[src/rtl/rr_grant_arbiter.sv]
// Purpose: round-robin arbiter that grants one of NUM_REQ requesters a shared decoder/mux resource (index + one-hot).
// Latency: request to grant is 1 cycle; holder drop to grant removal (or zero-bubble handover) is 1 cycle.
// Backpressure: the holder keeps the grant while its req stays high; enable low only blocks new grants.
// Optional build macro ARB_HOLD_LIMIT_EN caps a contiguous hold at MAX_HOLD cycles by forcing a release.
module rr_grant_arbiter #(
    parameter int NUM_REQ  = 4,
    parameter int IDX_W    = 2,
    parameter int MAX_HOLD = 8
) (
    input  logic               clk,
    input  logic               reset,
    input  logic               enable,
    input  logic [NUM_REQ-1:0] req,
    output logic [NUM_REQ-1:0] gnt,
    output logic [IDX_W-1:0]   gnt_idx,
    output logic               gnt_valid
);

    typedef enum logic {
        IDLE = 1'b0,
        BUSY = 1'b1
    } state_t;

`ifdef ARB_HOLD_LIMIT_EN
    localparam bit HOLD_LIMIT_ON = 1'b1;
`else
    localparam bit HOLD_LIMIT_ON = 1'b0;
`endif

    // hold_cnt is zero in the first grant cycle, so MAX_HOLD-1 marks the last allowed cycle
    localparam logic [7:0] HOLD_LAST = 8'(MAX_HOLD - 1);

    state_t           state;
    logic [IDX_W-1:0] ptr;
    logic [7:0]       hold_cnt;

    logic [IDX_W-1:0] rel_ptr;
    logic             holder_req;
    logic             force_rel;
    logic             release_now;
    logic [IDX_W:0]   pick_idle;
    logic [IDX_W:0]   pick_rel;

    // First set request scanning start, start+1, ... with wrap; returns {found, index}.
    // Walking the offsets from high to low lets the smallest offset overwrite the result last.
    function automatic logic [IDX_W:0] rr_pick(input logic [NUM_REQ-1:0] r,
                                               input logic [IDX_W-1:0]   start);
        logic [IDX_W:0] res;
        int unsigned    pos;
        res = '0;
        for (int k = NUM_REQ - 1; k >= 0; k--) begin
            pos = (int'(start) + k) % NUM_REQ;
            if (r[pos]) begin
                res = {1'b1, IDX_W'(pos)};
            end
        end
        return res;
    endfunction

    // Release bookkeeping and the two candidate searches (fresh start vs. handover)
    always_comb begin
        rel_ptr     = (gnt_idx == IDX_W'(NUM_REQ - 1)) ? '0 : gnt_idx + 1'b1;
        holder_req  = req[gnt_idx];
        force_rel   = HOLD_LIMIT_ON && holder_req && (hold_cnt == HOLD_LAST);
        release_now = !holder_req || force_rel;
        pick_idle   = rr_pick(req, ptr);
        pick_rel    = rr_pick(req, rel_ptr);
    end

    // Arbitration FSM: grant from IDLE, hold or hand over in BUSY
    always_ff @(posedge clk) begin
        if (reset) begin
            state     <= IDLE;
            ptr       <= '0;
            hold_cnt  <= '0;
            gnt_idx   <= '0;
            gnt_valid <= 1'b0;
        end else begin
            case (state)
                IDLE: begin
                    if (enable && pick_idle[IDX_W]) begin
                        gnt_idx   <= pick_idle[IDX_W-1:0];
                        gnt_valid <= 1'b1;
                        hold_cnt  <= '0;
                        state     <= BUSY;
                    end
                end
                BUSY: begin
                    if (release_now) begin
                        ptr <= rel_ptr;
                        if (enable && pick_rel[IDX_W]) begin
                            // zero-bubble handover; may re-grant the same holder on a forced release
                            gnt_idx  <= pick_rel[IDX_W-1:0];
                            hold_cnt <= '0;
                        end else begin
                            gnt_valid <= 1'b0;
                            state     <= IDLE;
                        end
                    end else if (hold_cnt != 8'hFF) begin
                        hold_cnt <= hold_cnt + 8'd1;
                    end
                end
                default: begin
                    state     <= IDLE;
                    gnt_valid <= 1'b0;
                end
            endcase
        end
    end

    // One-hot decode of the registered index, qualified by the registered valid
    always_comb begin
        gnt = '0;
        if (gnt_valid) begin
            gnt[gnt_idx] = 1'b1;
        end
    end

endmodule

[config.mk]
export PLATFORM = sky130hd
export DESIGN_NAME = rr_grant_arbiter
export DESIGN_NICKNAME = d
export VERILOG_FILES = /design/src/rtl/rr_grant_arbiter.sv
export SDC_FILE = /design/constraint.sdc
export NUM_CORES = 1
export LEC_CHECK = 0
export ABC_AREA = 1
export CAP_MARGIN = 20
export CORE_MARGIN = 3
export CORE_UTILIZATION = 52
export DETAILED_ROUTE_END_ITERATION = 16
export GPL_TIMING_DRIVEN = 0
export HOLD_SLACK_MARGIN = 0.15
export PLACE_DENSITY = 0.89
export SLEW_MARGIN = 15
export SYNTH_ARGS = -nofsm -noshare
export SYNTH_HDL_FRONTEND = slang
export SYNTH_SLANG_ARGS = --single-unit
[constraint.sdc]
create_clock -name clk -period 2.3 [get_ports clk]
set_clock_uncertainty 0.15 [all_clocks]
set_input_delay 0.575 -clock clk [delete_from_list [all_inputs] [get_ports clk]]
set_output_delay 0.575 -clock clk [all_outputs]
set_load 0.05 [all_outputs]
==> results of run 1 <==
sequential cells by signal (all words and copies together), names as in the netlist:
name and cells:
gnt_idx 2, ptr 2, gnt_valid 1, state 1
worst max path at each step:
stage / depth (start not counted) / to / from
finish: 1 / gnt_idx[0] / gnt_idx[0]$_SDFFE_PP0P_
global route: 4 / gnt[3] / gnt_idx[0]$_SDFFE_PP0P_
CTS: 6 / gnt[2] / gnt_idx[0]$_SDFFE_PP0P_
detailed placement: 6 / gnt[2] / gnt_idx[0]$_SDFFE_PP0P_
global placement: 6 / gnt[2] / gnt_idx[0]$_SDFFE_PP0P_
floorplan: 14 / gnt_idx[1]$_SDFFE_PP0P_ / gnt_idx[0]$_SDFFE_PP0P_
layer usage:
layer,routed length (um),vias to the layer above,global-route usage [%]
li1,-,495,-
met1,886,425,29.2
met2,1110,32,39.3
met3,122,5,1.15
met4,44,0,11.6
met5,0,-,0
metrics by stage:
stage	util, %	power (uW)
after floorplan	-	703
after global placement	66.2	823
after detailed placement	66.2	855
after CTS	67.9	961
after global routing	67.1	1040
final	67.1	959
logic make-up (layout without fill, tap and decap cells):
family          Yosys count  after routing  synth area share [%]
buf+inv                  22             38                  12.1
fa+ha+maj                 4              4                  5.75
compound gates           16             16                  10.5
simple gates             98             98                  57.9
flops                     6              6                  13.8
area by class of cell:
cell class,count,area [um2]
Fill cell,141,507
Tap cell,16,20.0
Sequential cell,6,120
Buffer,2,22.5
Multi-Input combinational cell,118,648
Clock buffer,3,22.5
Inverter,20,82.6
Timing Repair Buffer,13,119
layout by cell type, fill, tap and decap left out, types with 2 or more instances in the layout:
| master | count |
|---|---|
| clkdlybuf4s50_1 | 8 |
| inv_2 | 5 |
| nand2_1 | 49 |
| dfxtp_1 | 6 |
| buf_2 | 2 |
| nand2_2 | 6 |
| nand3_1 | 17 |
| o21ai_1 | 4 |
| o21ai_0 | 3 |
| o21ai_2 | 3 |
| ha_1 | 3 |
| buf_6 | 2 |
| a21oi_1 | 6 |
| nand2_4 | 7 |
| nor2_1 | 12 |
| clkbuf_4 | 3 |
| inv_1 | 14 |
report_power, final:
group	switching (uW)	leakage, uW	internal [uW]
clock	43.5	0.0000138	59.4
sequential	23.3	0.0000496	125
combinational	459	0.000515	248
total	526	0.000578	433
worst register-to-register path: stages (launching register included):
cell and delay (ns):
dfxtp_1 0.41, buf_6 0.20, inv_8 0.07, ha_2 0.40, inv_2 0.10, nand2_4 0.10
nand2_4 0.05, nand2_4 0.07, nand4_2 0.09, nand2_2 0.10, nand2_2 0.05, nand2_2 0.08
nand2_1 0.06, nand2_1 0.06, nor2_1 0.04
timing repair:
action | 4_1_cts | 5_1_grt
pin swaps | 0 | 0
endpoints found under the setup margin | 4 | 5
resized for setup | 11 | 7
==> results.yml, run 1 <==
floorplan:
  dieWidth_um: 46.9
  die_y_um: 46.9
  rows: 14
  start_util_pct: 56.5
  die_area_um2: 2200
  core_region_area_um2: 1540
  ios: 14
timing:
  period_needed_ns: 2.23
  slew_violations: 0
  rsz0062_at_grt: "false"
  max_freq_mhz: 448
  relSlewSlack_pct: 66.1
  hold_ws_ns: 0.375
  setup_ws_ns: 0.0684
  hold_viol: 0
  finalCritPeriodShare_pct: 97.0
  finalSetupViolations: 0
  tightest_slew_ns: 0.507
  setup_tns_ns: 0
placed_design:
  dp.cells: 175
  pre_cts_slack_ns: -0.123
  place_area_um2: 1020
  dpl.hpwl_um: 1750
  place.gp.congestion: 0.918
  numPortBuffers: 13
yosys:
  synth_top_area_share_pct: 21.1
  async_flop_share_pct: 0
  synth-seq-cells: 6
  synth.largest_area_cell: "nand2_1"
  yosys-top-cells-count: "49 x nand2_1, 17 x nand3_1, 14 x inv_1, 12 x nor2_1, 7 x nand2_4"
  yosys-top-cells-area: "nand2_1 21%, dfxtp_1 14%, nand3_1 9.8%, nand2_4 9.1%, inv_1 6.0%"
  avgSynthCellArea_um2: 5.96
  synth-edff-count: 0
  synth_cell_types: 22
  yosysMostFrequentCell: "nand2_1"
  netlist_instances: 146
  synthesis.area_um2: 871
  yosys_warnings: 0
  syn_nets: 157
  synthFlopType: "dfxtp_1"
  yosysSeqAreaShare_pct: 13.8
detailed_routing:
  firstDrtPassIters: 4
  ant_nets: 0
  avgViaCountPerCell: 5.38
  drt-initial-drc-count: 24
  wire_per_inst_um: 12.2
  drt_wl_total_um: 2160
  drc_errors: 0
  vias: 957
layout:
  final_cells: 178
  antennaDiodeCount: 0
  nets: 175
  drive_gt1_share_pct: 22.8
  area_growth_pct: 18.8
  design_area_um2: 1030
power:
  p_leak_uw: 0.000578
  peakVddDrop_mv: 0.611
  powerDensity_nw_per_um2: 927
min_path:
  min_to: "gnt_valid$_SDFFE_PP0P_"
  hold_path_depth: 2
  min-delay-start: "gnt_valid$_SDFFE_PP0P_"
  hp-class: "flip-flop to flip-flop"
clocking:
  cts_hold_buf: 0
  cts_inserted_buffers: 3
  ctsRootBufferMaster: "clkbuf_4"
  clockBufferDepth: 2
  cts_sinks: 6
  postCtsSetupRepairBufs: 0
  htree_levels: 1
  clk_latency_ns: 0.26
  clk_pin_slew_ns: 0.05
  tritoncts: "done"
global_route:
  grt_pass1_wl_um: 3620
  track_usage_pct: 23.0
  grt_pass1_vias: 853
  grt_antenna_before_repair: 0
  grt_overflow_total: 0
  grt_max_degree: 11
worst_setup_path:
  crit-reg2reg-launch: "gnt_idx[0]$_SDFFE_PP0P_"
  reg2regPathDepth: 14
  critPathCaptureType: "output port"
  critPathTopFamily: "buffers and inverters"
  path_cells: "clkdlybuf4s50_1"
  critPathLaunchType: "flip-flop"
  crit_slowest_cell: "clkdlybuf4s50_1"
  max_stage_delay_ns: 0.83
  arrival_ns: 1.51
  cp_num_buf_inv: 1
  crit_fanout: 4
  crit_type: "flip-flop to output port"
  required_ns: 1.57
  rr_endpoint: "gnt_idx[1]$_SDFFE_PP0P_"
  rrSetupSlack_ns: 0.16
job:
  maxCapViolations: 0
outcome:
  outcome: "complete, no violations"
Note: power is estimated with default switching activity, not from simulation.
==> run 2: changes to the inputs <==
- CORE_UTILIZATION: 52 -> 55
- CTS_BUF_LIST: default -> sky130_fd_sc_hd__clkbuf_2 sky130_fd_sc_hd__clkbuf_4 sky130_fd_sc_hd__clkbuf_8
- PLACE_DENSITY: 0.89 -> 0.93
==> results.yml, run 2 (synthesis gave the netlist of run 1 again) <==
outcome:
  outcome: "complete, no violations"
clocking:
  htree_levels: 1
  clk_latency_ns: 0.25
  tritoncts: "done"
  clockBufferDepth: 2
  cts_sinks: 6
  cts_hold_buf: 0
  cts_inserted_buffers: 3
  postCtsSetupRepairBufs: 0
  ctsRootBufferMaster: "clkbuf_4"
  clk_pin_slew_ns: 0.04
placed_design:
  place_area_um2: 1020
  dpl.hpwl_um: 1760
  place.gp.congestion: 0.864
  pre_cts_slack_ns: -0.142
  numPortBuffers: 13
detailed_routing:
  ant_nets: 0
  wire_per_inst_um: 12.0
  avgViaCountPerCell: 5.33
  firstDrtPassIters: 4
  vias: 944
  drt-initial-drc-count: 14
  drc_errors: 0
  drt_wl_total_um: 2120
power:
  powerDensity_nw_per_um2: 913
  switchingPower_uw: 515
  seqPwrFrac_pct: 15.8
  peakVddDrop_mv: 0.586
  p_leak_uw: 0.000582
  clkPwrFrac_pct: 10.5
  switching_share_pct: 54.3
  p_int_uw: 434
  pwr-share-comb_pct: 73.8
floorplan:
  dieWidth_um: 45.8
  ios: 14
  start_util_pct: 62.3
  die_area_um2: 2100
  die_y_um: 45.8
  core_region_area_um2: 1400
  rows: 13
worst_setup_path:
  reg2regPathDepth: 14
  max_stage_delay_ns: 0.40
  crit-reg2reg-launch: "gnt_idx[0]$_SDFFE_PP0P_"
  required_ns: 1.57
  path_cells: "buf_6, inv_8, ha_2, nand2_1, inv_1, clkdlybuf4s15_2"
  crit_fanout: 10
  rr_endpoint: "gnt_idx[1]$_SDFFE_PP0P_"
  critPathLaunchType: "flip-flop"
  arrival_ns: 1.49
  crit_slowest_cell: "dfxtp_1"
  cp-startpoint: "gnt_idx[0]$_SDFFE_PP0P_"
  rrSetupSlack_ns: 0.18
  critPathCaptureType: "output port"
  crit_type: "flip-flop to output port"
layout:
  mostFrequentLayoutCells: "49 x nand2_1, 17 x nand3_1, 14 x inv_1"
  area_growth_pct: 19.4
  antennaDiodeCount: 0
  design_area_um2: 1040
  nets: 175
  mostFrequentLayoutCell: "nand2_1"
  reg_top3: "gnt_idx x2, ptr x2"
  drive_gt1_share_pct: 22.8
  nFillCells: 129
timing:
  setup_ws_ns: 0.0838
  max_freq_mhz: 451
  relSlewSlack_pct: 66.2
  finalSetupViolations: 0
  period_needed_ns: 2.22
  slew_violations: 0
  rsz0062_at_grt: "false"
  hold_viol: 0
  tightest_slew_ns: 0.505
  finalCritPeriodShare_pct: 96.4
global_route:
  grt_antenna_before_repair: 0
  grt_max_degree: 11
  grt_pass1_vias: 882
  track_usage_pct: 23.9
  grt_overflow_total: 0
  grt_pass1_wl_um: 3590
job:
  maxCapViolations: 0
min_path:
  min-delay-start: "gnt_valid$_SDFFE_PP0P_"
  hp-class: "flip-flop to flip-flop"
  hold_path_depth: 2
  min_to: "gnt_valid$_SDFFE_PP0P_"
-- run 2: how the worst max path moves through the flow --
stage                     slack, ns  cells past startpoint                      end
after floorplan                0.03                     14  gnt_idx[1]$_SDFFE_PP0P_
after global placement        -0.10                      6                   gnt[2]
after detailed placement      -0.14                      6                   gnt[2]
after CTS                    -0.006                      6                   gnt[2]
after global routing           0.02                      6                   gnt[0]
final                          0.08                      6                   gnt[0]
-- run 2: area by class of cell --
cell class	count	area, um2	area share [%]
buffer	2	22.5	2.17
clock buffer	3	22.5	2.17
timing repair buffer	13	125	12.0
inverter	20	82.6	7.94
tap	15	18.8	1.81
sequential	6	120	11.6
multi-input combinational	118	648	62.3
-- run 2: metrics by stage --
stage	std cells	utilization, %	power, uW	hold WS [ns]	setup TNS [ns]
after detailed placement	174	72.9	851	0.394	-0.269
after CTS	177	74.8	952	0.401	-0.00645
after floorplan	146	-	703	0.345	0
final	177	74.3	949	0.404	0
after global placement	174	72.9	830	0.376	-0.166
after global routing	177	74.3	1030	0.442	0
-- run 2: per-layer routing --
metal  track usage, %  wire, um  part of all wire, %
met5                0         0                    0
met4             8.52        27                  1.3
met2             40.4      1020                   48
met3             4.74        84                  4.0
met1             29.7       990                   47
-- run 2: power by group through the flow --
stage | Clock [uW] | Combinational (uW) | Sequential (uW)
5_1_grt | 107 | 776 | 152
3_3_place_gp | 0 | 681 | 149
3_5_place_dp | 0 | 699 | 151
6_report | 99.3 | 700 | 150
2_1_floorplan | 0 | 518 | 184
4_1_cts | 103 | 700 | 149
-- run 2: repair_timing --
item	in CTS	in global routing
gates resized for setup	11	5
cloned	0	0
endpoints found under the setup margin	4	6
-- run 2: critical path: cells and delay by family, from the launching register on --
| kind | cells | cell delay [ns] |
|---|---|---|
| DFF | 1 | 0.40 |
| buffers and inverters | 4 | 0.61 |
| adders and majority gates | 1 | 0.17 |
| and+or+nand+nor | 1 | 0.05 |
